### config.mk
export PLATFORM = sky130hd
export DESIGN_NAME = step_counter
export DESIGN_NICKNAME = d
export VERILOG_FILES = /design/src/rtl/step_counter_pkg.sv /design/src/rtl/step_counter_next.sv /design/src/rtl/step_counter.sv
export SDC_FILE = /design/constraint.sdc
export NUM_CORES = 1
export LEC_CHECK = 0
export CORE_ASPECT_RATIO = 0.6
export CORE_MARGIN = 2
export CORE_UTILIZATION = 25
export CTS_CLUSTER_DIAMETER = 40
export DETAILED_ROUTE_END_ITERATION = 10
export GPL_TIMING_DRIVEN = 0
export MAX_ROUTING_LAYER = met4
export SLEW_MARGIN = 10
export SYNTH_ARGS = -nofsm -noshare
export SYNTH_HDL_FRONTEND = slang
export SYNTH_HIERARCHICAL = 1
export SYNTH_SLANG_ARGS = --single-unit
### constraint.sdc
create_clock -name clk -period 5.3 [get_ports clk]
set_input_delay 1.59 -clock clk [delete_from_list [all_inputs] [get_ports clk]]
set_output_delay 1.59 -clock clk [all_outputs]
set_load 0.05 [all_outputs]
### src/rtl/step_counter_pkg.sv
// Shared defaults and helpers for the step counter family.
package step_counter_pkg;

  localparam int D_WIDTH    = 10;
  localparam int D_RST_VAL  = -50;
  localparam int D_UP_STEP  = 5;
  localparam int D_DN_STEP  = 9;
  localparam int D_MAX_VAL  = 230;
  localparam int D_MIN_VAL  = -230;
  localparam int D_SKIP_VAL = -11;
  localparam int D_WRAP     = 0;

  // Clamp a signed value into [lo, hi]; shared by the load and count paths.
  function automatic int clamp_val(input int v, input int lo, input int hi);
    if (v > hi) return hi;
    if (v < lo) return lo;
    return v;
  endfunction

endpackage

### src/rtl/step_counter_next.sv
// Combinational next-value and status-flag calculator for step_counter.
// Evaluates both the load path and the count path; the parent decides
// whether the result is used (load or en) or the register simply holds.
module step_counter_next
  import step_counter_pkg::*;
#(
  parameter int WIDTH    = D_WIDTH,
  parameter int UP_STEP  = D_UP_STEP,
  parameter int DN_STEP  = D_DN_STEP,
  parameter int MAX_VAL  = D_MAX_VAL,
  parameter int MIN_VAL  = D_MIN_VAL,
  parameter int SKIP_VAL = D_SKIP_VAL,
  parameter int WRAP     = D_WRAP
) (
  input  logic signed [WIDTH-1:0] cnt_i,
  input  logic                    mode_i,
  input  logic                    load_i,
  input  logic signed [WIDTH-1:0] load_val_i,
  output logic signed [WIDTH-1:0] next_o,
  output logic                    skipped_o,
  output logic                    limited_o,
  output logic                    load_err_o
);

  // Two guard bits so cnt +/- 2*step can never overflow before the limit test.
  localparam logic signed [WIDTH+1:0] UP_X   = (WIDTH+2)'(UP_STEP);
  localparam logic signed [WIDTH+1:0] DN_X   = (WIDTH+2)'(DN_STEP);
  localparam logic signed [WIDTH+1:0] SKIP_X = (WIDTH+2)'(SKIP_VAL);
  localparam logic signed [WIDTH-1:0] SKIP_W = WIDTH'(SKIP_VAL);
  localparam logic signed [WIDTH-1:0] MAX_W  = WIDTH'(MAX_VAL);
  localparam logic signed [WIDTH-1:0] MIN_W  = WIDTH'(MIN_VAL);

  logic signed [WIDTH+1:0] cnt_x;
  logic signed [WIDTH+1:0] step_x;
  logic signed [WIDTH+1:0] n_x;
  int                      n_int;
  int                      n_clamped;
  int                      ld_int;
  int                      ld_clamped;

  assign cnt_x  = {{2{cnt_i[WIDTH-1]}}, cnt_i};
  assign step_x = mode_i ? UP_X : -DN_X;

  // Next value: load path clamps/rejects, count path skips then limits.
  always_comb begin
    next_o     = cnt_i;
    skipped_o  = 1'b0;
    limited_o  = 1'b0;
    load_err_o = 1'b0;
    n_x        = cnt_x + step_x;
    n_int      = 0;
    n_clamped  = 0;
    ld_int     = int'(load_val_i);
    ld_clamped = clamp_val(ld_int, MIN_VAL, MAX_VAL);
    if (load_i) begin
      if (load_val_i == SKIP_W) begin
        // Loading the forbidden value is refused outright; cnt keeps its value.
        load_err_o = 1'b1;
      end else begin
        next_o     = WIDTH'(ld_clamped);
        load_err_o = (ld_clamped != ld_int);
      end
    end else begin
      // The skip is resolved first so a double step may still hit a limit.
      if (n_x == SKIP_X) begin
        n_x       = n_x + step_x;
        skipped_o = 1'b1;
      end
      n_int     = int'(n_x);
      n_clamped = clamp_val(n_int, MIN_VAL, MAX_VAL);
      limited_o = (n_clamped != n_int);
      if (limited_o && (WRAP != 0)) begin
        next_o = (n_int > MAX_VAL) ? MIN_W : MAX_W;
      end else begin
        next_o = WIDTH'(n_clamped);
      end
    end
  end

endmodule

### src/rtl/step_counter.sv
// Signed up/down step counter with limits, a stepped-over value, load and
// one-cycle status pulses. Holds only the registers and the reset/enable mux.
module step_counter
  import step_counter_pkg::*;
#(
  parameter int WIDTH    = D_WIDTH,
  parameter int RST_VAL  = D_RST_VAL,
  parameter int UP_STEP  = D_UP_STEP,
  parameter int DN_STEP  = D_DN_STEP,
  parameter int MAX_VAL  = D_MAX_VAL,
  parameter int MIN_VAL  = D_MIN_VAL,
  parameter int SKIP_VAL = D_SKIP_VAL,
  parameter int WRAP     = D_WRAP
) (
  input  logic                    clk,
  input  logic                    rst,
  input  logic                    en,
  input  logic                    mode,
  input  logic                    load,
  input  logic signed [WIDTH-1:0] load_val,
  output logic signed [WIDTH-1:0] cnt,
  output logic                    at_max,
  output logic                    at_min,
  output logic                    skipped,
  output logic                    limited,
  output logic                    load_err
);

  localparam int REP_MAX = (1 <<< (WIDTH - 1)) - 1;
  localparam int REP_MIN = -(1 <<< (WIDTH - 1));
  localparam int STEP_LIM = 1 <<< (WIDTH - 2);
  localparam logic signed [WIDTH-1:0] RST_W = WIDTH'(RST_VAL);
  localparam logic signed [WIDTH-1:0] MAX_W = WIDTH'(MAX_VAL);
  localparam logic signed [WIDTH-1:0] MIN_W = WIDTH'(MIN_VAL);

  // Parameter sanity: bad configurations stop elaboration.
  if (WIDTH < 3 || WIDTH > 30) begin : g_bad_width
    $fatal(1, "step_counter: WIDTH out of range");
  end
  if (!(MIN_VAL < RST_VAL && RST_VAL <= MAX_VAL)) begin : g_bad_rst
    $fatal(1, "step_counter: RST_VAL outside (MIN_VAL, MAX_VAL]");
  end
  if (MIN_VAL < REP_MIN || MAX_VAL > REP_MAX) begin : g_bad_lim
    $fatal(1, "step_counter: limits not representable");
  end
  if (!(SKIP_VAL > MIN_VAL && SKIP_VAL < MAX_VAL) || SKIP_VAL == RST_VAL) begin : g_bad_skip
    $fatal(1, "step_counter: SKIP_VAL misplaced");
  end
  if (UP_STEP < 1 || UP_STEP > STEP_LIM || DN_STEP < 1 || DN_STEP > STEP_LIM) begin : g_bad_step
    $fatal(1, "step_counter: step out of range");
  end
  if (SKIP_VAL + UP_STEP > REP_MAX || SKIP_VAL - UP_STEP < REP_MIN ||
      SKIP_VAL + DN_STEP > REP_MAX || SKIP_VAL - DN_STEP < REP_MIN) begin : g_bad_rep
    $fatal(1, "step_counter: SKIP_VAL +/- step not representable");
  end

  logic signed [WIDTH-1:0] cnt_q, cnt_d, next_val;
  logic skipped_q, skipped_d, limited_q, limited_d, load_err_q, load_err_d;
  logic nx_skipped, nx_limited, nx_load_err;

  step_counter_next #(
    .WIDTH(WIDTH), .UP_STEP(UP_STEP), .DN_STEP(DN_STEP), .MAX_VAL(MAX_VAL),
    .MIN_VAL(MIN_VAL), .SKIP_VAL(SKIP_VAL), .WRAP(WRAP)
  ) u_next (
    .cnt_i      (cnt_q),
    .mode_i     (mode),
    .load_i     (load),
    .load_val_i (load_val),
    .next_o     (next_val),
    .skipped_o  (nx_skipped),
    .limited_o  (nx_limited),
    .load_err_o (nx_load_err)
  );

  // Take the calculated update on load or enable; otherwise hold with no pulses.
  always_comb begin
    cnt_d      = cnt_q;
    skipped_d  = 1'b0;
    limited_d  = 1'b0;
    load_err_d = 1'b0;
    if (load || en) begin
      cnt_d      = next_val;
      skipped_d  = nx_skipped;
      limited_d  = nx_limited;
      load_err_d = nx_load_err;
    end
  end

  // State registers with synchronous active-low reset.
  always_ff @(posedge clk) begin
    if (!rst) begin
      cnt_q      <= RST_W;
      skipped_q  <= 1'b0;
      limited_q  <= 1'b0;
      load_err_q <= 1'b0;
    end else begin
      cnt_q      <= cnt_d;
      skipped_q  <= skipped_d;
      limited_q  <= limited_d;
      load_err_q <= load_err_d;
    end
  end

  assign cnt      = cnt_q;
  assign at_max   = (cnt_q == MAX_W);
  assign at_min   = (cnt_q == MIN_W);
  assign skipped  = skipped_q;
  assign limited  = limited_q;
  assign load_err = load_err_q;

endmodule

* Yosys cells after proc, flatten, opt, wreduce, memory -nomap -nowiden
Cells that the tools add are included.
** Cells by class
- Equality and inequality tests :: 7
- Add/sub/neg operators :: 2
- Reductions and logical operators :: 4
- Mux-type cells :: 24
- Bitwise logic cells :: 2
- Shift-type cells :: 0
- $mul :: 0
- Magnitude comparators :: 4
- Divide/modulo/power cells :: 0
** Operators by type and width (number)
- 32-bit two-way mux :: 7
- 12-bit two-way mux :: 3
- 32-bit by 10-bit inequality test with 1-bit output :: 1
- 32-bit by 12-bit inequality test with 1-bit output :: 1
- 10-bit by 9-bit equality test with 1-bit output, second input constant :: 2
- 10-bit two-way mux :: 2
- 8-bit two-way mux :: 2
- 10-bit by 12-bit adder with 12-bit output :: 1
- 12-bit adder :: 1
- 12-bit by 5-bit equality test with 1-bit output, second input constant :: 1
- 12-bit by 9-bit > comparator with 1-bit output, second input constant :: 1
- 12-bit by 9-bit < comparator with 1-bit output, second input constant :: 1
- 10-bit by 5-bit equality test with 1-bit output, second input constant :: 1
- 10-bit by 9-bit > comparator with 1-bit output, second input constant :: 1
- 10-bit by 9-bit < comparator with 1-bit output, second input constant :: 1
- 1-bit two-way mux :: 10
- 3-bit AND reduction :: 1
- 3-bit OR reduction :: 1
- 2-bit inequality test, second input constant :: 1
- 1-bit inverter :: 2
- 2-bit AND reduction :: 1
- 1-bit logical OR :: 1
** Word-level totals
- Bits in read-only memories :: 0
- Memories :: 0
- Memory bits (writable) :: 0
- Flip-flop bits (word level) :: 13
- Word-level logic and storage cells :: 47
- Output and inout bits :: 15
- Bits in latches :: 0

* Longest topological paths before layout
- Depth in word-level cells :: 14
- Gate-level depth with buffers :: 19
- Gate-level depth less buffers :: 18

* By module
The synthesis kept the hierarchy.
** By module, submodules not included
- step_counter_next :: area an instance 1686.6 sq um, cells an instance 245, instances 1
- step_counter :: area an instance 538.0 sq um, cells an instance 58, instances 1

* Least setup slack after synthesis
No wires, ideal clock.
- Path type :: input-to-reg
- Start :: input mode
- End :: register cnt_q[7], in the netlist cnt[7]
- Setup time :: 140 ps
- Stages :: 17
- Arrival :: 5263 ps
- Buffers on the path :: 0
- Data required time :: 5160 ps
- Path slack :: -103 ps
- Cell sequence :: inv_1 > fa_1 > o21ai_0 > xor2_1 > inv_1 > ha_1 > nand2b_1 > mux2_2 > a221oi_1 > nand3_1 > or3_1 > a41o_2 > nand2b_1 > o21ai_1 > a22oi_1 > o21ai_0 > o211ai_1
** Between the ends
- Longest elaborated chain between the ends :: 13
- Elaborated cells between the ends (all ways) :: 19
- Classes of those cells :: 2 x add/sub; 2 x order compare; 1 x eq/ne; 14 x mux
** Ends and longest elaborated chain
- start: declaration :: RTL line step_counter.sv:18 : input logic mode,
- 12-bit two-way mux (*) :: RTL line step_counter_next.sv:42 : assign step_x = mode_i ? UP_X : -DN_X;
- 10-bit by 12-bit adder with 12-bit output :: RTL line step_counter_next.sv:50 : n_x = cnt_x + step_x;
- 12-bit adder or 12-bit by 5-bit equality test with 1-bit output (tied branches) :: RTL line step_counter_next.sv:66, step_counter_next.sv:65
- 12-bit two-way mux (*) :: RTL line step_counter_next.sv:65 : if (n_x == SKIP_X) begin
- 12-bit two-way mux (*) :: RTL line step_counter_next.sv:55 : if (load_i) begin
- 12-bit by 9-bit < comparator with 1-bit output :: RTL line step_counter_pkg.sv:16 : if (v < lo) return lo;
- 1-bit two-way mux (2 in series) :: RTL line step_counter_pkg.sv:16
- 1-bit two-way mux :: RTL line step_counter_next.sv:55
- 32-bit two-way mux :: RTL line step_counter_pkg.sv:17 : return v;
- 32-bit two-way mux (*) :: RTL line step_counter_pkg.sv:16
- 32-bit two-way mux (*) :: RTL line step_counter_next.sv:55
- 10-bit two-way mux (*) :: RTL line step_counter_next.sv:55
- named net next_val[7] :: RTL line step_counter.sv:57 : logic signed [WIDTH-1:0] cnt_q, cnt_d, next_val;
- end signal: assignment :: RTL line step_counter.sv:97 : cnt_q <= cnt_d;
- end: declaration :: RTL line step_counter.sv:57
The timed path passes the listed nets; every way through them passes the cells marked *. The select of a mux whose other input is x is not followed.
A chain may end at the register's enable or synchronous reset.

* Final worst setup path
- Start :: input mode
- End :: register cnt_q[4], in the netlist cnt[4]
The elaborated chain is that of the path after synthesis.

==> results_dict.tcl <==
set metrics [dict create \
    status "completed" \
    fin_skew_ps 1.13 \
    ir_worst_vdd_mv 0.182 \
    syn_area_per_cell_um2 7.34 \
    clock_sinks 13 \
    first_global_vias 2574 \
    setup_viol 0 \
    fillers 886 \
    antenna_left 0 \
    ys_warn_count 6 \
    crit_arrival_ps 5450 \
    period_minus_slack_ps 5270 \
    gp_congestion 0.922 \
    netlist.area_leader.share 0.117 \
    core-area_um2 8590 \
    ys_types 73 \
    synth_top_area_cell "dfxtp_1" \
    cp-start-kind "input pin" \
    hold_path_class "reg -> reg" \
    totalWireLength_um 8190 \
    synth-edff-count 0 \
    hold_viol_final 0 \
    synth_area_um2 2220 \
    die-area_um2 9690 \
    drtPass1Iterations 5 \
    numPortBuffers 29 \
    grtUsageTotal 0.166 \
    drv_cap 0 \
    fp.dieW_um 126 \
    seq_area_um2 260 \
    io_pins 30 \
    overflow 0 \
    clockBufferDepth 2 \
    syn2layout_area_growth_pct 48.4 \
    leakage_nw 1.26 \
    first_iter_violations 197 \
    grt_pass1_wl_um 12900 \
    numCtsBuffers 3 \
    critical_path_class "in -> reg" \
    cp-end-kind "flip-flop" \
    cts-root-buf "clkbuf_16" \
    place_area_um2 2660 \
    drive_above_1_share 0.276 \
    synth_nets 335 \
    path_clk_slew_ps 40 \
    multi_input_area_um2 2130 \
    antenna_cells 0 \
    wl_per_cell_um 17.3 \
    maxSlewViolCount 0 \
    synthFlopType "dfxtp_1" \
    final_common_cell "clkdlybuf4s50_1" \
    power_density_nw_per_um2 333 \
    ys_ff_latch 13 \
    clk_latency_ps 240 \
    finalSetupTns_ps 0 \
    crit_path_max_fanout 6 \
    syn-instance-count 303 \
    antenna_found_initial 0 \
    fin_area_um2 3300 \
    fp-row-count 26 \
    drc 0 \
    post-route-period-util 0.995 \
    cts-hold-fix-buffers 0 \
    power_mw 1.10 \
    worstPathRequired_ps 5470 \
    worst_hold_slack_ps 560 \
    slew_headroom 0.596 \
    grt_max_degree 14 \
    die_y_um 77.1 \
    async_flop_share 0 \
    yosysSeqAreaShare 0.117 \
    ys_top_cells_by_area "dfxtp_1, ha_1, o21ai_0" \
    cts_tree "yes" \
    nets 395 \
    vias_per_cell 5.66 \
    fin_ws_ps 26.7 \
    fmax_ghz 0.190 \
    rsz0062_at_grt "true" \
    start_util 0.259 \
    h-tree-depth 1 \
    final_cell_mix "clkdlybuf4s50_1, buf_4, a21oi_1" \
    dp_slack_ps -1390 \
    num_vias 2683 \
    dpl.hpwl_um 5480 \
    worstMarginPinSlew_ps 604 \
]
[worst paths after layout]
path,to,start,slack [ps],cells past startpoint
max,cnt[4],mode,30,19
min,cnt[2],cnt[2],560,2
max reg2reg,cnt[4],cnt[1],1010,15
min reg2reg,cnt[2],cnt[2],560,2
[worst max-delay path: stages]
cell and delay [ps]:
buf_12 80, clkinvlp_4 140, fa_2 400, o21ai_2 210, xor2_2 200, buf_4 160
inv_4 40, ha_4 280, nand2b_1 60, mux2_4 290, a221oi_4 330, a31oi_1 150
xnor2_1 310, a31oi_1 140, a211o_2 360, o21ai_4 320, o2bb2ai_2 170, o21ai_1 100
a21oi_1 120
[state kept, by name, indices dropped and copies added, names as in the netlist]
| signal | count |
|---|---|
| cnt | 10 |
| load_err | 1 |
| skipped | 1 |
| limited | 1 |
[power breakdown]
group | total (mW) | switching, mW | leakage [nW] | internal (mW)
clock network | 0.143 | 0.0416 | 0.0382 | 0.101
registers | 0.132 | 0.0232 | 0.108 | 0.109
logic | 0.824 | 0.449 | 1.11 | 0.375
total | 1.10 | 0.514 | 1.26 | 0.585
[layer usage]
metal / global-route usage / part of all wire / vias up
met4: 0.0319 / 0.011 / 0
met1: 0.236 / 0.48 / 1278
met3: 0.0370 / 0.088 / 13
met5: - / 0 / -
li1: - / - / 1272
met2: 0.241 / 0.42 / 120
[per-stage QoR]
stage / std cells / util
floorplan: 303 / -
global placement: 444 / 0.310
detailed placement: 444 / 0.310
CTS: 468 / 0.360
global route: 474 / 0.384
finish: 474 / 0.384
[cell type report]
class | count | share of cell area
Inverter | 22 | 0.0269
Sequential cell | 13 | 0.0788
Clock buffer | 4 | 0.0239
Timing Repair Buffer | 56 | 0.152
Tap cell | 112 | 0.0425
Buffer | 12 | 0.0299
Multi-Input combinational cell | 255 | 0.646
[synth_stat cells, drive strengths merged (4+ instances only)]
cell type / number
or3b: 4
a31oi: 6
ha: 16
clkbuf: 9
xnor2: 10
and3: 6
a21o: 4
a22oi: 4
xor2: 6
or2: 5
nor3: 8
a21oi: 24
nor2: 17
nand2b: 4
nand3: 5
nand2: 20
o21ai: 38
dfxtp: 13
o211ai: 11
inv: 22
[timing repair]
item | CTS | global route
cloned | 0 | 0
resized for setup | 48 | 41
setup endpoints to repair | 11 | 11
pin swaps | 14 | 27
buffers inserted | 21 | 7
[kinds of logic after synthesis]
kind of cell / count (synthesis) / share of synthesized area
buffers and inverters: 35 / 0.0832
xor gates and xnor gates: 16 / 0.0630
and+or+nand+nor: 99 / 0.259
adders and majority gates: 17 / 0.0990
AOI/OAI and AO/OA: 121 / 0.368
DFF: 13 / 0.117
muxes: 2 / 0.0101
No activity file was read; power rests on OpenSTA's default activity.
